===== src/rtl/fetch_unit_if.sv =====
`default_nettype none
// ============================================================================
//  Module      : fetch_unit_if
//  Description : Instruction-fetch bus bundle: instruction memory port,
//                D-stage next-PC controls, pipeline control and F/D outputs.
//  Revision    : 1.0 - initial release
// ============================================================================
interface fetch_unit_if;
  logic [31:0] imem_addr;
  logic [31:0] imem_rdata;
  logic [3:0]  npc_op_d;
  logic [31:0] rs_val_d;
  logic [31:0] rt_val_d;
  logic        stall;
  logic        exc_flush;
  logic        eret_flush;
  logic [31:0] epc;
  logic [31:0] instr_d;
  logic [31:0] pc_d;
  logic        clr_instr_d;
  logic [4:0]  exc_code_d;
  logic        bd_d;

  // Fetch unit side
  modport master (
    output imem_addr, instr_d, pc_d, clr_instr_d, exc_code_d, bd_d,
    input  imem_rdata, npc_op_d, rs_val_d, rt_val_d, stall,
           exc_flush, eret_flush, epc
  );

  // Memory / decoder / control side
  modport slave (
    input  imem_addr, instr_d, pc_d, clr_instr_d, exc_code_d, bd_d,
    output imem_rdata, npc_op_d, rs_val_d, rt_val_d, stall,
           exc_flush, eret_flush, epc
  );
endinterface
`default_nettype wire


===== src/rtl/fetch_unit.sv =====
`default_nettype none
// ============================================================================
//  Module      : fetch_unit
//  Description : PC register, next-PC selection (branch/jump/JR resolved in
//                D), fetch address-error detection and the F/D register.
//  Revision    : 1.0 - initial release
// ============================================================================
module fetch_unit #(
  parameter logic [31:0] RESET_PC   = 32'h0000_3000,
  parameter logic [31:0] HANDLER_PC = 32'h0000_4180,
  parameter logic [31:0] IMEM_LO    = 32'h0000_3000,
  parameter logic [31:0] IMEM_HI    = 32'h0000_6ffc
) (
  input  logic         clk,
  input  logic         reset,
  fetch_unit_if.master bus
);

  localparam logic [3:0] c_op_seq  = 4'b0000;
  localparam logic [3:0] c_op_beq  = 4'b0001;
  localparam logic [3:0] c_op_j    = 4'b0010;
  localparam logic [3:0] c_op_jr   = 4'b0011;
  localparam logic [3:0] c_op_bne  = 4'b0100;
  localparam logic [3:0] c_op_bgez = 4'b0101;
  localparam logic [3:0] c_op_bgtz = 4'b0110;
  localparam logic [3:0] c_op_blez = 4'b0111;
  localparam logic [3:0] c_op_bltz = 4'b1000;
  localparam logic [4:0] c_adel    = 5'd4;

  logic [31:0] pc_f_q,     pc_f_d;
  logic [31:0] fd_instr_q, fd_instr_d;
  logic [31:0] fd_pc_q,    fd_pc_d;
  logic        fd_clr_q,   fd_clr_d;
  logic [4:0]  fd_exc_q,   fd_exc_d;
  logic        fd_bd_q,    fd_bd_d;

  logic [31:0] w_pc_f4;
  logic [31:0] w_pd4;
  logic [31:0] w_bt;
  logic [31:0] w_jt;
  logic [31:0] w_npc;
  logic        w_fetch_exc;
  logic        w_rs_zero;
  logic        w_rs_neg;

  // Target arithmetic and fetch-address legality (wraps silently, no overflow)
  always_comb begin
    w_pc_f4     = pc_f_q + 32'd4;
    w_pd4       = fd_pc_q + 32'd4;
    w_bt        = w_pd4 + {{14{fd_instr_q[15]}}, fd_instr_q[15:0], 2'b00};
    w_jt        = {w_pd4[31:28], fd_instr_q[25:0], 2'b00};
    w_fetch_exc = (pc_f_q[1:0] != 2'b00) || (pc_f_q < IMEM_LO) || (pc_f_q > IMEM_HI);
    w_rs_zero   = (bus.rs_val_d == 32'd0);
    w_rs_neg    = bus.rs_val_d[31];
  end

  // Next-PC select from the D-stage opcode; unknown opcodes fall through
  always_comb begin
    w_npc = w_pc_f4;
    case (bus.npc_op_d)
      c_op_seq:  w_npc = w_pc_f4;
      c_op_beq:  w_npc = (bus.rs_val_d == bus.rt_val_d) ? w_bt : w_pc_f4;
      c_op_bne:  w_npc = (bus.rs_val_d != bus.rt_val_d) ? w_bt : w_pc_f4;
      c_op_bgez: w_npc = !w_rs_neg                ? w_bt : w_pc_f4;
      c_op_bgtz: w_npc = (!w_rs_neg && !w_rs_zero) ? w_bt : w_pc_f4;
      c_op_blez: w_npc = (w_rs_neg || w_rs_zero)   ? w_bt : w_pc_f4;
      c_op_bltz: w_npc = w_rs_neg                 ? w_bt : w_pc_f4;
      c_op_j:    w_npc = w_jt;
      c_op_jr:   w_npc = bus.rs_val_d;
      default:   w_npc = w_pc_f4;
    endcase
  end

  // PC and F/D update with priority exc_flush > eret_flush > stall > normal
  always_comb begin
    pc_f_d     = pc_f_q;
    fd_instr_d = fd_instr_q;
    fd_pc_d    = fd_pc_q;
    fd_clr_d   = fd_clr_q;
    fd_exc_d   = fd_exc_q;
    fd_bd_d    = fd_bd_q;
    if (bus.exc_flush) begin
      pc_f_d     = HANDLER_PC;
      fd_instr_d = 32'd0;
      fd_pc_d    = HANDLER_PC;
      fd_clr_d   = 1'b0;
      fd_exc_d   = 5'd0;
      fd_bd_d    = 1'b0;
    end else if (bus.eret_flush) begin
      pc_f_d     = bus.epc;
      fd_instr_d = 32'd0;
      fd_pc_d    = bus.epc;
      fd_clr_d   = 1'b0;
      fd_exc_d   = 5'd0;
      fd_bd_d    = 1'b0;
    end else if (!bus.stall) begin
      // The instruction in F is the delay slot and always advances into D
      pc_f_d     = w_npc;
      fd_instr_d = w_fetch_exc ? 32'd0 : bus.imem_rdata;
      fd_pc_d    = pc_f_q;
      fd_clr_d   = w_fetch_exc;
      fd_exc_d   = w_fetch_exc ? c_adel : 5'd0;
      fd_bd_d    = (bus.npc_op_d != c_op_seq);
    end
  end

  // State registers; reset overrides every other control
  always_ff @(posedge clk) begin
    if (reset) begin
      pc_f_q     <= RESET_PC;
      fd_instr_q <= 32'd0;
      fd_pc_q    <= RESET_PC;
      fd_clr_q   <= 1'b0;
      fd_exc_q   <= 5'd0;
      fd_bd_q    <= 1'b0;
    end else begin
      pc_f_q     <= pc_f_d;
      fd_instr_q <= fd_instr_d;
      fd_pc_q    <= fd_pc_d;
      fd_clr_q   <= fd_clr_d;
      fd_exc_q   <= fd_exc_d;
      fd_bd_q    <= fd_bd_d;
    end
  end

  assign bus.imem_addr   = pc_f_q;
  assign bus.instr_d     = fd_instr_q;
  assign bus.pc_d        = fd_pc_q;
  assign bus.clr_instr_d = fd_clr_q;
  assign bus.exc_code_d  = fd_exc_q;
  assign bus.bd_d        = fd_bd_q;

endmodule
`default_nettype wire

===== src/flat_wrapper.sv =====
// flat-port wrapper written by rule: the top's interface ports become plain ports
module fetch_unit_flat 
#(
  parameter logic [31:0] RESET_PC   = 32'h0000_3000,
  parameter logic [31:0] HANDLER_PC = 32'h0000_4180,
  parameter logic [31:0] IMEM_LO    = 32'h0000_3000,
  parameter logic [31:0] IMEM_HI    = 32'h0000_6ffc
)
  (clk, reset, bus_imem_addr, bus_instr_d, bus_pc_d, bus_clr_instr_d, bus_exc_code_d, bus_bd_d, bus_imem_rdata, bus_npc_op_d, bus_rs_val_d, bus_rt_val_d, bus_stall, bus_exc_flush, bus_eret_flush, bus_epc);
  fetch_unit_if bus_i ();
  input  logic clk;
  input  logic reset;
  output wire logic [$bits(bus_i.imem_addr)-1:0] bus_imem_addr;
  output wire logic [$bits(bus_i.instr_d)-1:0] bus_instr_d;
  output wire logic [$bits(bus_i.pc_d)-1:0] bus_pc_d;
  output wire logic [$bits(bus_i.clr_instr_d)-1:0] bus_clr_instr_d;
  output wire logic [$bits(bus_i.exc_code_d)-1:0] bus_exc_code_d;
  output wire logic [$bits(bus_i.bd_d)-1:0] bus_bd_d;
  input wire logic [$bits(bus_i.imem_rdata)-1:0] bus_imem_rdata;
  input wire logic [$bits(bus_i.npc_op_d)-1:0] bus_npc_op_d;
  input wire logic [$bits(bus_i.rs_val_d)-1:0] bus_rs_val_d;
  input wire logic [$bits(bus_i.rt_val_d)-1:0] bus_rt_val_d;
  input wire logic [$bits(bus_i.stall)-1:0] bus_stall;
  input wire logic [$bits(bus_i.exc_flush)-1:0] bus_exc_flush;
  input wire logic [$bits(bus_i.eret_flush)-1:0] bus_eret_flush;
  input wire logic [$bits(bus_i.epc)-1:0] bus_epc;
  assign bus_imem_addr = bus_i.imem_addr;
  assign bus_instr_d = bus_i.instr_d;
  assign bus_pc_d = bus_i.pc_d;
  assign bus_clr_instr_d = bus_i.clr_instr_d;
  assign bus_exc_code_d = bus_i.exc_code_d;
  assign bus_bd_d = bus_i.bd_d;
  assign bus_i.imem_rdata = bus_imem_rdata;
  assign bus_i.npc_op_d = bus_npc_op_d;
  assign bus_i.rs_val_d = bus_rs_val_d;
  assign bus_i.rt_val_d = bus_rt_val_d;
  assign bus_i.stall = bus_stall;
  assign bus_i.exc_flush = bus_exc_flush;
  assign bus_i.eret_flush = bus_eret_flush;
  assign bus_i.epc = bus_epc;
  fetch_unit #(.RESET_PC(RESET_PC), .HANDLER_PC(HANDLER_PC), .IMEM_LO(IMEM_LO), .IMEM_HI(IMEM_HI)) u_core (.clk(clk), .reset(reset), .bus(bus_i));
endmodule

===== config.mk =====
export PLATFORM = sky130hd
export DESIGN_NAME = fetch_unit_flat
export DESIGN_NICKNAME = d
export VERILOG_FILES = /design/src/rtl/fetch_unit_if.sv /design/src/rtl/fetch_unit.sv /design/src/flat_wrapper.sv
export SDC_FILE = /design/constraint.sdc
export NUM_CORES = 1
export LEC_CHECK = 0
export ABC_CLOCK_PERIOD_IN_PS = 4600
export CELL_PAD_IN_SITES_DETAIL_PLACEMENT = 1
export CELL_PAD_IN_SITES_GLOBAL_PLACEMENT = 2
export CORE_UTILIZATION = 28
export CTS_CLUSTER_SIZE = 20
export DETAILED_ROUTE_END_ITERATION = 8
export GPL_TIMING_DRIVEN = 0
export PLACE_DENSITY_LB_ADDON = 0.1
export RECOVER_POWER = 50
export SYNTH_ARGS = -nofsm -noshare
export SYNTH_HDL_FRONTEND = slang
export SYNTH_SLANG_ARGS = --single-unit

===== constraint.sdc =====
create_clock -name clk -period 4.6 [get_ports clk]
set_input_delay 1.15 -clock clk [delete_from_list [all_inputs] [get_ports clk]]
set_output_delay 1.15 -clock clk [all_outputs]
set_load 0.01 [all_outputs]

==> results of run 1 <==
[layout by cell type (no fill, tap or decap), types with 18 or more instances in the layout]
cell	count
clkdlybuf4s50_1	133
nor2_1	128
dfxtp_1	98
dlygate4sd3_1	98
a21oi_1	92
nand2_1	83
o21ai_0	68
xor2_1	66
clkbuf_1	49
a22oi_1	47
xnor2_1	44
ha_1	36
mux2i_1	34
nand4_1	30
nand3_1	29
nor3_1	28
nor4_1	26
a221oi_1	21
inv_1	20
a211oi_1	19
o21a_1	18
[how the worst min path moves through the flow]
stage,start,end,slack (ns),depth (start not counted)
2_1_floorplan,u_core.bus.exc_code_d[2],u_core.bus.exc_code_d[2],0.51,2
3_3_place_gp,u_core.bus.instr_d[27],u_core.bus.instr_d[27],0.49,2
3_5_place_dp,u_core.bus.instr_d[28],u_core.bus.instr_d[28],0.50,2
4_1_cts,u_core.bus.exc_code_d[2],u_core.bus.exc_code_d[2],0.53,2
5_1_grt,u_core.bus.exc_code_d[2],u_core.bus.exc_code_d[2],0.55,2
6_report,u_core.bus.exc_code_d[2],u_core.bus.exc_code_d[2],0.52,2
[metrics by stage]
step / hold WS [ns] / area (µm²)
final: 0.5163 / 11890
after global routing: 0.5511 / 11890
after CTS: 0.5294 / 11860
after detailed placement: 0.5038 / 11550
after global placement: 0.4912 / 11540
after floorplan: 0.5072 / 8735
[Yosys cell counts, types with 9 or more instances]
library cell    n
a211oi_1       19
a21oi_1        92
a221oi_1       21
a22oi_1        47
and3_1         15
and4_1          9
clkbuf_1       49
dfxtp_1        98
ha_1           36
inv_1          20
mux2i_1        34
nand2_1        83
nand3_1        29
nand4_1        30
nor2_1        128
nor2b_1         9
nor3_1         29
nor4_1         26
o21a_1         18
o21ai_0        68
xnor2_1        44
xor2_1         66
[worst max-delay path: stages]
cell             delay (ns)
clkdlybuf4s50_1        0.59
xor2_1                 0.24
nor4_1                 0.54
nand4_1                0.33
o21ai_1                0.43
o2111ai_1              0.54
buf_2                  0.42
a221oi_1               0.34
a311oi_1               0.09
[layer usage]
layer	wire (µm)	vias up	track usage, %
li1	-	4767	-
met2	20860	369	47.09
met4	1376	2	8.828
met3	3095	69	5.669
met5	11	-	0
met1	21500	5010	40.04
[repair_timing]
| item | CTS | global route |
|---|---|---|
| resized for setup | 0 | 1 |
| endpoints found under the setup margin | 0 | 5 |
| setup buffers | 0 | 2 |
[power by group through the flow]
stage               clock, mW  sequential (mW)  combinational (mW)
floorplan                   0            0.949               0.322
global placement            0            0.959               0.692
detailed placement          0            0.960               0.697
CTS                     0.891            0.940               0.700
global route            0.918            0.944               0.740
finish                  0.879            0.940               0.695
[kinds of logic after synthesis]
group	synth area share, %
compound gates	28.44
xor+xnor	11.04
fa+ha+maj	5.393
buf+inv	5.924
flops	22.49
mux	4.160
other cells	0.04299
simple gates	22.50
[cell type report]
class / count / area [µm²]
clock buffer: 9 / 225.2
buffer: 75 / 437.9
timing repair buffer: 233 / 2327
fill: 3755 / 18700
tap: 396 / 495.5
sequential: 98 / 1962
inverter: 21 / 78.83
multi-input combinational: 950 / 6270
clock inverter: 7 / 90.09
[state kept, by name (all words and copies together) (netlist names), named ones only]
signal,cells
u_core.bus.bd_d,1
u_core.bus.exc_code_d,1
u_core.bus.instr_d,32
u_core.bus.imem_addr,30
u_core.bus.pc_d,32
==> impl_results.md, run 1 <==
- Status: completed
- Worst Reg-to-Reg Cells: 13
- Worst Tran Pin Value: 1.136 ns
- Post-synth ARST share: 0%
- RSZ-0062 raised after global routing: false
- Hold buffers post-CTS: 0
- Final Skew: 0.01399 ns
- Min Tclk post-route: 4.474 ns
- Final WS setup: 0.1264 ns
- Clock Tree Buf Depth: 2
- Final Hold Viols: 0
- # diodes: 0
- Slew Limit Fails: 0
- Final setup fails: 0
- Post-layout util: 38.86%
- Kind of end point of the critical path: register
- Post-route ant nets: 0
- Mapped cell area: 8723 µm²
- Min-delay worst type: reg -> reg
- Number of synthesized register bits: 98
- Syn Area/Cell: 7.645 µm²
- Logic gate share of total power: 27.6%
- GRT Total Usage: 29.57%
- Post-Place Setup Slack: -0.1758 ns
- Relative slew slack: 24.00%
- Total I/O pin count: 240
- Cell leakage power: 4.583 nW
- Vias in the first global route: 10,287
- F_max: 223.5 MHz
- Layout Nets: 1,562
- DIE WIDTH: 178.5 µm
- Die area: 31,860 µm²
- Synthesis-to-layout area growth: 36.26%
- Final wirelength: 46,840 µm
- Ys Warns: 0
- Later-pin clock latency in the skew report: 0.38 ns
- Placed cells: 1,771
- Initial DRC count: 737
- Dominant cell type by area after synthesis: dfxtp_1
- Vias: 10,217
- Seq pwr share: 37.4%
- First-pass GRT wire length: 68,000 µm
- WP data arrival: 4.67 ns
- CTS Root Buffer Type: clkbuf_16
- Startpoint types: primary input
- Port Buffers: 231
- Die Ht: 178.5 µm
- CTS tree: yes
- Number of distinct library cells after synthesis: 84
- Worst setup endpoint: u_core.bus.imem_addr[8]
- Max-cap viol count: 0
- Clock power frac: 35.0%
- Initial Utilization: 28.52%
- Tot Pwr: 2.513 mW
- Crit-path max FO: 10
- Largest net degree at the start of global routing: 20
- P_int: 1.619 mW
- Maximum vdd drop: 0.1516 mV
- Initial antenna violation count: 2
- RR Startpoint: u_core.bus.pc_d[2]
- Sw Ratio: 35.57%
- Critical Path RT: 4.80 ns
- Total clock sinks: 98
- Net switching power: 893.7 µW
- First-pass detailed-route iteration total: 7
- Post-Synthesis Cells: 1,141
- Register area share after synthesis: 22.49%
- Crit path from: bus_rs_val_d[5]
- R2R setup slack: 0.32 ns
- Top_reg_cell synth: dfxtp_1
- H-Tree Depth: 3
- Num CTS Buffers: 9
- Worst Setup Path Type: in -> reg
- Gr ovfl total: 0
- Vias/cell: 5.711
- RR Endpoint: u_core.bus.imem_addr[25]
- Post-synth EDFFs: 0
- Clock-pin slew on the worst setup and hold paths: 0.09 ns
- Final period util: 97.25%
- Layout cells sized above 1: 4.953%
- Setup tns final: 0 ns
- Core area: 30,590 µm²
- WL per Instance: 26.18 µm
- DRC violations left: 0
- Synth top area share: 22.49%
- PD cells: 211.4 nW/µm²
- Final Wtd Congestion: 0.9430
- Final instance count without filler cells: 1,789
- Final HPWL DP: 37,570 µm
- Top post-synthesis cells by area: dfxtp_1 (22%), xor2_1 (6.6%), nor2_1 (5.5%)
- FP Rows: 64
Power figures use the tool's default switching activity.
==> inputs of run 2 (changes only) <==
--- a/config.mk
+++ b/config.mk
@@ -12,6 +12,7 @@
 export CTS_CLUSTER_SIZE = 20
 export DETAILED_ROUTE_END_ITERATION = 8
 export GPL_TIMING_DRIVEN = 0
+export MAX_ROUTING_LAYER = met4
 export PLACE_DENSITY_LB_ADDON = 0.1
 export RECOVER_POWER = 50
 export SYNTH_ARGS = -nofsm -noshare
==> run 2 against run 1 <==
- sequential share of layout area barely moved
- die area did not move
- wire length rose by 2.6%
- via count rose by 1.3%
- final cell count barely moved
- highest routed layer is now met4
- largest power group unchanged
- clock skew fell by 0.0014 ns
- clock power rose by 5.9%
- clock-buffer cell count did not move
- first-iteration DRC count fell by 11%
- global-route usage rose by 1.8 points
- critical endpoint is now u_core.bus.imem_addr[11]
- sequential cell count did not move
- critical path depth rose by 1
==> impl_results.md, run 2 (synthesized netlist as in run 1, its figures left out) <==
- Tot Pwr: 2.571 mW (+2.3%)
- Initial antenna violation count: 0 (-2)
- DRC violations left: 0 (unchanged)
- WP data arrival: 4.61 ns (-0.06 ns)
- Fillers: 3,720 (-0.93%)
- CTS Root Buffer Type: clkbuf_16
- Worst Hold Depth: 2 (unchanged)
- Layout Nets: 1,561 (-0.064%)
- Kind of end point of the critical path: register
- Highest routed metal layer: met4
- Min Tclk post-route: 4.374 ns (-0.09991 ns)
- Seq pwr share: 36.5% (-0.9 points)
- CP max stage delay: 0.62 ns (+0.03 ns)
- GRT Total Usage: 31.35% (+1.8 points)
- Relative slew slack: 24.12% (+0.12 points)
- Die area: 31,860 µm² (unchanged)
- Post-route ant nets: 0 (unchanged)
- Final period util: 95.08% (-2.2 points)
- Die Ht: 178.5 µm (unchanged)
- P_int: 1.668 mW (+3.1%)
- Max-cap viol count: 0 (unchanged)
- Post-DP Area: 11,550 µm² (unchanged)
- Post-route design area: 11,910 µm² (+0.20%)
- Startpoint types: primary input
- Logic gate share of total power: 27.3% (-0.3 points)
- Critical path depth: 10 (+1)
- Initial DRC count: 654 (-11%)
- Hold buffers post-CTS: 0 (unchanged)
- First-pass detailed-route iteration total: 5 (-2)
- Worst Tran Pin Value: 1.138 ns (+0.002379 ns)
- Largest net degree at the start of global routing: 20 (unchanged)
- Status: completed
- Final setup fails: 0 (unchanged)
- Clock Tree Buf Depth: 2 (unchanged)
- Net switching power: 902.6 µW (+1.0%)
- Later-pin clock latency in the skew report: 0.38 ns (about the same)
- Cell leakage power: 4.593 nW (+0.22%)
- Initial Utilization: 28.52% (unchanged)
- Vias: 10,347 (+1.3%)
- # diodes: 0 (unchanged)
- Vias/cell: 5.787 (+1.3%)
- PD cells: 215.9 nW/µm² (+2.1%)
- Final HPWL DP: 38,380 µm (+2.2%)
- Synthesis-to-layout area growth: 36.53%
- Maximum vdd drop: 0.1708 mV (+13%)
- Final Skew: 0.01257 ns (-0.001420 ns)
- Num CTS Buffers: 9 (unchanged)
- Final wirelength: 48,070 µm (+2.6%)
- Final Wtd Congestion: 0.9353 (-0.82%)
- Leading cell types in the layout, fill and taps excluded: clkdlybuf4s50_1 (133), nor2_1 (128), dfxtp_1 (98), dlygate4sd3_1 (98), a21oi_1 (92)
- Met2 Wirelength: 21,900 µm (+4.9%)
- Cells along the critical path: clkdlybuf4s50_1 -> xor2_1 -> nor4_1 -> nand4_1 -> o21ai_1 -> o2111a_1 -> buf_2 -> o22ai_1 -> o221ai_1 -> a21oi_1
- DIE WIDTH: 178.5 µm (unchanged)
- Vias in the first global route: 10,446 (+1.5%)
- CTS tree: yes
- Total clock sinks: 98 (unchanged)
- WL per Instance: 26.88 µm (+2.7%)
- H-Tree Depth: 3 (unchanged)
- FP Rows: 64 (unchanged)
- Kind of cell adding the most delay to the critical path: compound AO/OA/AOI/OAI gates
- Total I/O pin count: 240 (unchanged)
- Min-delay worst type: reg -> reg
- Critical Path RT: 4.83 ns (+0.03 ns)
- Gr ovfl total: 0 (unchanged)
- Clock-pin slew on the worst setup and hold paths: 0.08 ns (about the same)
- Crit-path slowest cell: clkdlybuf4s50_1
- Final Hold Viols: 0 (unchanged)
- Worst Reg-to-Reg Cells: 13 (unchanged)
- Setup tns final: 0 ns (unchanged)
- Worst Hold Slack: 0.5193 ns (+0.003064 ns)
- Layout cells sized above 1: 5.029% (+0.075 points)
- Clock power frac: 36.2% (+1.2 points)
- F_max: 228.6 MHz (+2.3%)
- RSZ-0062 raised after global routing: false
- Port Buffers: 231 (unchanged)
- Worst Setup Path Type: in -> reg
- Worst Path Buf+Inv: 2 (unchanged)
- Metal3 WL: 2544 µm (-18%)
- Core area: 30,590 µm² (unchanged)
- Crit-path max FO: 10 (unchanged)
- Met1 wire length: 22,620 µm (+5.2%)
- Slew Limit Fails: 0 (unchanged)
- Most common cell after layout, fill and taps aside: clkdlybuf4s50_1
- First-pass GRT wire length: 69,890 µm (+2.8%)
- Sw Ratio: 35.11% (-0.46 points)
[run 2: cell types whose count changed in the layout (fill, tap and decap cells not counted), sizes merged]
cell,change
clkinv,+2
bufinv,+1
clkbuf,-1
inv,-3
[run 2: layout make-up]
cell class,count,area (µm²),share of cell area (%)
multi-input cells,950,6276,52.69
repair buffers,233,2327,19.54
flip-flops and latches,98,1962,16.47
well taps,396,495.5,4.160
plain buffers,74,434.2,3.645
clock buffers,9,225.2,1.891
clock inverters,7,111.4,0.9350
inverters,21,78.83,0.6618
[run 2: worst reg2reg max path, stage by stage (launching register included)]
cell and delay [ns]:
dfxtp_1 0.53, nand4_1 0.28, nor2_1 0.31, nand4_1 0.22, nor2_1 0.24, xor2_1 0.25
ha_1 0.33, o21a_1 0.21, a221oi_1 0.50, a21oi_1 0.26, a2111oi_0 0.51, a41oi_1 0.18
o2bb2ai_1 0.20, a22o_1 0.23
[run 2: per-layer routing]
metal  track usage, %  vias up
met5                -        -
met4            8.263        0
met3            4.241       58
met2            48.76      383
met1            42.32     5140
li1                 -     4766
[run 2: timing repair]
item | in CTS | in global routing
pin swaps | 0 | 1
endpoints found under the setup margin | 1 | 6
buffers inserted | 0 | 2
cloned | 0 | 0
resized for setup | 1 | 1
[run 2: power by group through the flow]
stage	combinational (mW)	clock, mW	sequential (mW)
floorplan	0.322	0	0.949
global placement	0.697	0	0.959
detailed placement	0.701	0	0.959
CTS	0.705	0.931	0.939
global route	0.745	0.963	0.944
finish	0.701	0.931	0.939
[run 2: worst paths after layout]
path | start | end | slack [ns]
worst max register to register | u_core.bus.pc_d[4] | u_core.bus.imem_addr[25] | 0.26
worst min register to register | u_core.bus.exc_code_d[2] | u_core.bus.exc_code_d[2] | 0.52
worst min-delay path | u_core.bus.exc_code_d[2] | u_core.bus.exc_code_d[2] | 0.52
worst max-delay path | bus_rs_val_d[5] | u_core.bus.imem_addr[11] | 0.23
[run 2: stage by stage]
stage | utilization [%] | setup WS (ns) | std cells
3_5_place_dp | 37.75 | -0.2600 | 1771
3_3_place_gp | 37.73 | -0.2247 | 1771
5_1_grt | 38.94 | 0.04648 | 1788
6_report | 38.94 | 0.2263 | 1788
2_1_floorplan | - | 1.231 | 1144
4_1_cts | 38.88 | 0.1095 | 1787
